--- config.mk ---
export PLATFORM = sky130hd
export DESIGN_NAME = regfile_sb
export DESIGN_NICKNAME = d
export VERILOG_FILES = /design/src/rtl/regfile_sb.sv
export SDC_FILE = /design/constraint.sdc
export NUM_CORES = 2
export LEC_CHECK = 0
export BUFFER_PORTS_ARGS = -buffer_cell sky130_fd_sc_hd__buf_2
export CORE_MARGIN = 4
export CORE_UTILIZATION = 60
export CTS_CLUSTER_SIZE = 10
export DETAILED_ROUTE_END_ITERATION = 12
export PLACE_DENSITY = 0.78
export SYNTH_ARGS = -nofsm -noshare
export SYNTH_HDL_FRONTEND = slang
export SYNTH_SLANG_ARGS = --single-unit
--- constraint.sdc ---
create_clock -name clock -period 5.15 [get_ports clock]
set_clock_uncertainty 0.2 [all_clocks]
set_input_delay 0.2575 -clock clock [delete_from_list [all_inputs] [get_ports clock]]
set_output_delay 0.2575 -clock clock [all_outputs]
set_load 0.005 [all_outputs]
--- src/rtl/regfile_sb.sv ---
// Multi-read register file (r0 hard-wired to zero) with a per-register issue scoreboard.
// Optional same-cycle write-to-read forwarding is enabled by defining REGFILE_BYPASS_EN.
module regfile_sb #(
  parameter int unsigned WIDTH     = 32,
  parameter int unsigned ADDR_BITS = 5,
  parameter int unsigned NREAD     = 3
) (
  input  logic                       clock,
  input  logic                       ctrl_reset,
  input  logic                       ctrl_writeEnable,
  input  logic [ADDR_BITS-1:0]       ctrl_writeReg,
  input  logic [WIDTH-1:0]           data_writeReg,
  input  logic [NREAD*ADDR_BITS-1:0] ctrl_readReg,
  output logic [NREAD*WIDTH-1:0]     data_readReg,
  output logic [NREAD-1:0]           busy_readReg,
  input  logic                       ctrl_issueEnable,
  input  logic [ADDR_BITS-1:0]       ctrl_issueReg,
  output logic                       issue_ready,
  output logic [ADDR_BITS-1:0]       busy_count
);

  localparam int unsigned DEPTH = 1 << ADDR_BITS;

  // Entry 0 and busy bit 0 are reset and never written, so they always read as zero.
  logic [WIDTH-1:0]     regs_q [DEPTH];
  logic [DEPTH-1:0]     busy_q, busy_d;
  logic [ADDR_BITS-1:0] count_q, count_d;
  logic                 wr_en, issue_set, cnt_inc, cnt_dec;

  assign wr_en       = ctrl_writeEnable && (ctrl_writeReg != '0);
  assign issue_ready = !busy_q[ctrl_issueReg] ||
                       (ctrl_writeEnable && (ctrl_writeReg == ctrl_issueReg));
  assign issue_set   = ctrl_issueEnable && issue_ready && (ctrl_issueReg != '0);
  assign busy_count  = count_q;

  // Set is applied after clear so a new producer wins over the retiring one.
  always_comb begin
    busy_d  = busy_q;
    cnt_inc = 1'b0;
    cnt_dec = 1'b0;
    if (wr_en) busy_d[ctrl_writeReg] = 1'b0;
    if (issue_set) busy_d[ctrl_issueReg] = 1'b1;
    cnt_inc = issue_set && !busy_q[ctrl_issueReg];
    cnt_dec = wr_en && busy_q[ctrl_writeReg] &&
              !(issue_set && (ctrl_issueReg == ctrl_writeReg));
    count_d = count_q + ADDR_BITS'(cnt_inc) - ADDR_BITS'(cnt_dec);
  end

  always_ff @(posedge clock or negedge ctrl_reset) begin
    if (!ctrl_reset) begin
      for (int i = 0; i < int'(DEPTH); i++) regs_q[i] <= '0;
      busy_q  <= '0;
      count_q <= '0;
    end else begin
      if (wr_en) regs_q[ctrl_writeReg] <= data_writeReg;
      busy_q  <= busy_d;
      count_q <= count_d;
    end
  end

  for (genvar k = 0; k < int'(NREAD); k++) begin : g_read
    logic [ADDR_BITS-1:0] addr;
    assign addr = ctrl_readReg[k*ADDR_BITS +: ADDR_BITS];
`ifdef REGFILE_BYPASS_EN
    // Forwarding is suppressed during reset so held-reset reads stay zero.
    logic hit;
    assign hit = ctrl_reset && wr_en && (addr == ctrl_writeReg);
    assign data_readReg[k*WIDTH +: WIDTH] = hit ? data_writeReg : regs_q[addr];
    assign busy_readReg[k]                = busy_q[addr] && !hit;
`else
    assign data_readReg[k*WIDTH +: WIDTH] = regs_q[addr];
    assign busy_readReg[k]                = busy_q[addr];
`endif
  end

endmodule

==> metrics.txt <==
status complete, but fails checks; failing checks hold timing; CP arrival 2.88 ns; Mapped Nets 3942; Int Power 0.0188 W; area delta synth->final 8.60%; Comb power frac 26.0%; Net Switching roughly 0.0073 W; cell taking the most area after synthesis dfrtp_1; Post-Route WL 185 mm; part of the power in registers between 40% and 50%; synthesized area 0.0651 mm^2; Max Root-Sink Buffers 3; total core area roughly 0.11 mm^2; Max Clk Rate 299 MHz; RR Startpoint busy_q[23]; crit-path max FO 60; GR Overflow Total 0; worst hold slack -0.00940 ns; Synth Area in Compound Gates 0.949%; setup_tns 0 ns; area share of xor/xnor cells in the synthesized design less than 1%; Synth Area in Adders 0.127%; largest family of logic cells by synthesized area multiplexers; vias per std cell 7.65; Skew-Pair Late Insertion Delay 0.72 ns; Die Area roughly 0.11 mm^2; clock period minus worst slack 3.34 ns; Avg WL per Cell 35.2 um; post-synthesis simple-gate area fraction 0.978%; Worst EP required between 4 and 5 ns; Tcrit/Tclk final 64.9%; Switching Share 28.0%; setup slack, reg-to-reg 1.82 ns; power per cell area between 300 and 400 mW/mm^2; Critical Path Start Type input pin; total track usage 33.5%; DR iter-0 viols between 4k and 5k; R2R cell count 11; Clock Sinks 1061; unrepaired setup endpoints after global routing no; Setup crit start ctrl_readReg[10]; final slew viol count 0; final core occ 65.9%; CTS H-tree lvls 3; Yosys cell types 42; total power 0.0262 W; total CTS buffers 121; Worst R2R End busy_count[4]; 1st-pass router iterations 5; top post-synthesis cells by area dfrtp_1 41%, mux4_2 35%, mux2_2 19%, clkbuf_1 1.6%, buf_2 0.70%; Placement Rows 120; mux contribution to synthesized area 53.6%; Hold Fails Final Rpt 2; Crit Path Class in -> out; drc violations 0; vias in the first global route 42.2k; Synth Warn # 0; antenna-violating nets left 0; nets@finish 3878; register area share after synthesis between 40% and 50%; share of total power in the clock network 30.0%; Worst-Margin Slew ~1.2 ns; die height 337 um; Max-Cap Viols 0; CTS tree yes; Starting Density 60.7%; share of the synthesized area in the top cell type 40.8%; die width 337 um; GPL Wtd Cong ~0.83; Static Leak between 20 and 30 nW; flops & latches, synth 1061; Mapped Cells ~3.9k; # Post-CTS Setup Buffers 0; first-pass GRT wire length 279 mm; CP Capture Type output port; initial antenna violation count 2; layout cells sized above 1 65.8%; IO buf count approximately 170; final setup fails 0; Root Buffer clkbuf_16; total number of vias 40.2k; post-cts hold buffer count 39; # fillers 7254; I/O pin count 166; Avg Inst Size Synth 16.8 um^2; post_cts resized 0; pin count of the biggest net entering global routing 150; Worst-path clk slew 0.05 ns; Worst slew margin 19.9%; hold crit path type in -> async; VDD IR max 0.000361 V; DPL Wire Length 102 mm
-- synth_stat cells (all sizes together) --
cell / n
nand3b: 10
and3: 2
dfrtp: 1061
o22ai: 5
a22o: 20
a31oi: 1
nor2b: 10
buf: 195
a21o: 21
nor3b: 3
o22a: 1
mux2i: 16
o31ai: 2
a21bo: 10
and3b: 1
or3b: 3
nor2: 55
a22oi: 4
inv: 8
or2: 1
mux2: 1091
nor3: 4
nand2: 27
ha: 5
fa: 1
nand3: 5
xor2: 1
o21ai: 4
a221oi: 1
xnor2: 8
mux4: 998
a21oi: 13
clkbuf: 283
or3: 1
nand2b: 1
nor4: 3
-- sequential cells by signal, indices dropped and copies added, names as in the netlist --
register / flops
busy_count: 5
busy_q: 32
regs_q: 1024
-- power groups by stage --
stage                     clock network, W  registers, W  logic, W
after CTS                          0.00794        0.0114   0.00685
after global placement                   0        0.0114   0.00665
after floorplan                          0        0.0110   0.00528
after global routing               0.00830        0.0117   0.00726
after detailed placement                 0        0.0116   0.00679
final                              0.00784        0.0115   0.00681
-- layer usage --
| layer | vias up | global-route usage, % | routed length, um |
|---|---|---|---|
| met5 | - | 0 | 0 |
| met4 | 0 | 11.7 | 6920 |
| met3 | 401 | 7.37 | 17900 |
| met2 | 2193 | 51.7 | 87700 |
| met1 | 22044 | 48.3 | 72300 |
| li1 | 15570 | - | - |
-- worst max-delay path: stages --
cell    delay, ns
buf_8        0.56
buf_4        0.46
mux4_2       0.55
mux4_2       0.47
mux2_2       0.34
buf_2        0.15
-- area by class of cell --
cell class,instances,area [um^2],area share [%]
Timing Repair Buffer,291,2400,3.39
Antenna cell,3,7.51,0.0106
Clock buffer,148,3230,4.57
Multi-Input combinational cell,2328,36600,51.7
Tap cell,1403,1760,2.48
Inverter,8,30.0,0.0425
Sequential cell,1061,26600,37.5
Clock inverter,12,180,0.255
-- placed cells by master (no fill, tap or decap), types with 21 or more instances in the layout --
cell type	n
mux2_2	1091
dfrtp_1	1061
mux4_2	998
buf_2	149
clkbuf_16	121
buf_4	59
nor2_1	43
dlygate4sd3_1	39
buf_12	34
a21o_1	21
-- stage by stage --
stage / hold WS, ns / std cells / cell area [um^2] / setup slack [ns]
2_1_floorplan: -0.238 / 3875 / 65100 / 1.89
3_3_place_gp: 0.176 / 5052 / 66900 / 1.56
3_5_place_dp: 0.168 / 5052 / 66900 / 1.59
4_1_cts: 0.00741 / 5251 / 70700 / 1.75
5_1_grt: 0.0582 / 5251 / 70700 / 1.65
6_report: -0.00940 / 5254 / 70700 / 1.81
-- worst max path at each step --
stage	end	slack, ns	cells after the start
floorplan	busy_count[4]	1.89	12
global placement	busy_count[4]	1.56	12
detailed placement	busy_count[4]	1.59	12
CTS	data_readReg[65]	1.75	6
global route	busy_count[4]	1.65	11
finish	data_readReg[89]	1.81	6
-- logic make-up after synthesis --
kind of cell	after synthesis
fa+ha+maj	6
flops	1061
mux	2105
buf+inv	486
compound gates	82
simple gates	126
xor+xnor	9
Note: power is estimated with default switching activity, not from simulation.
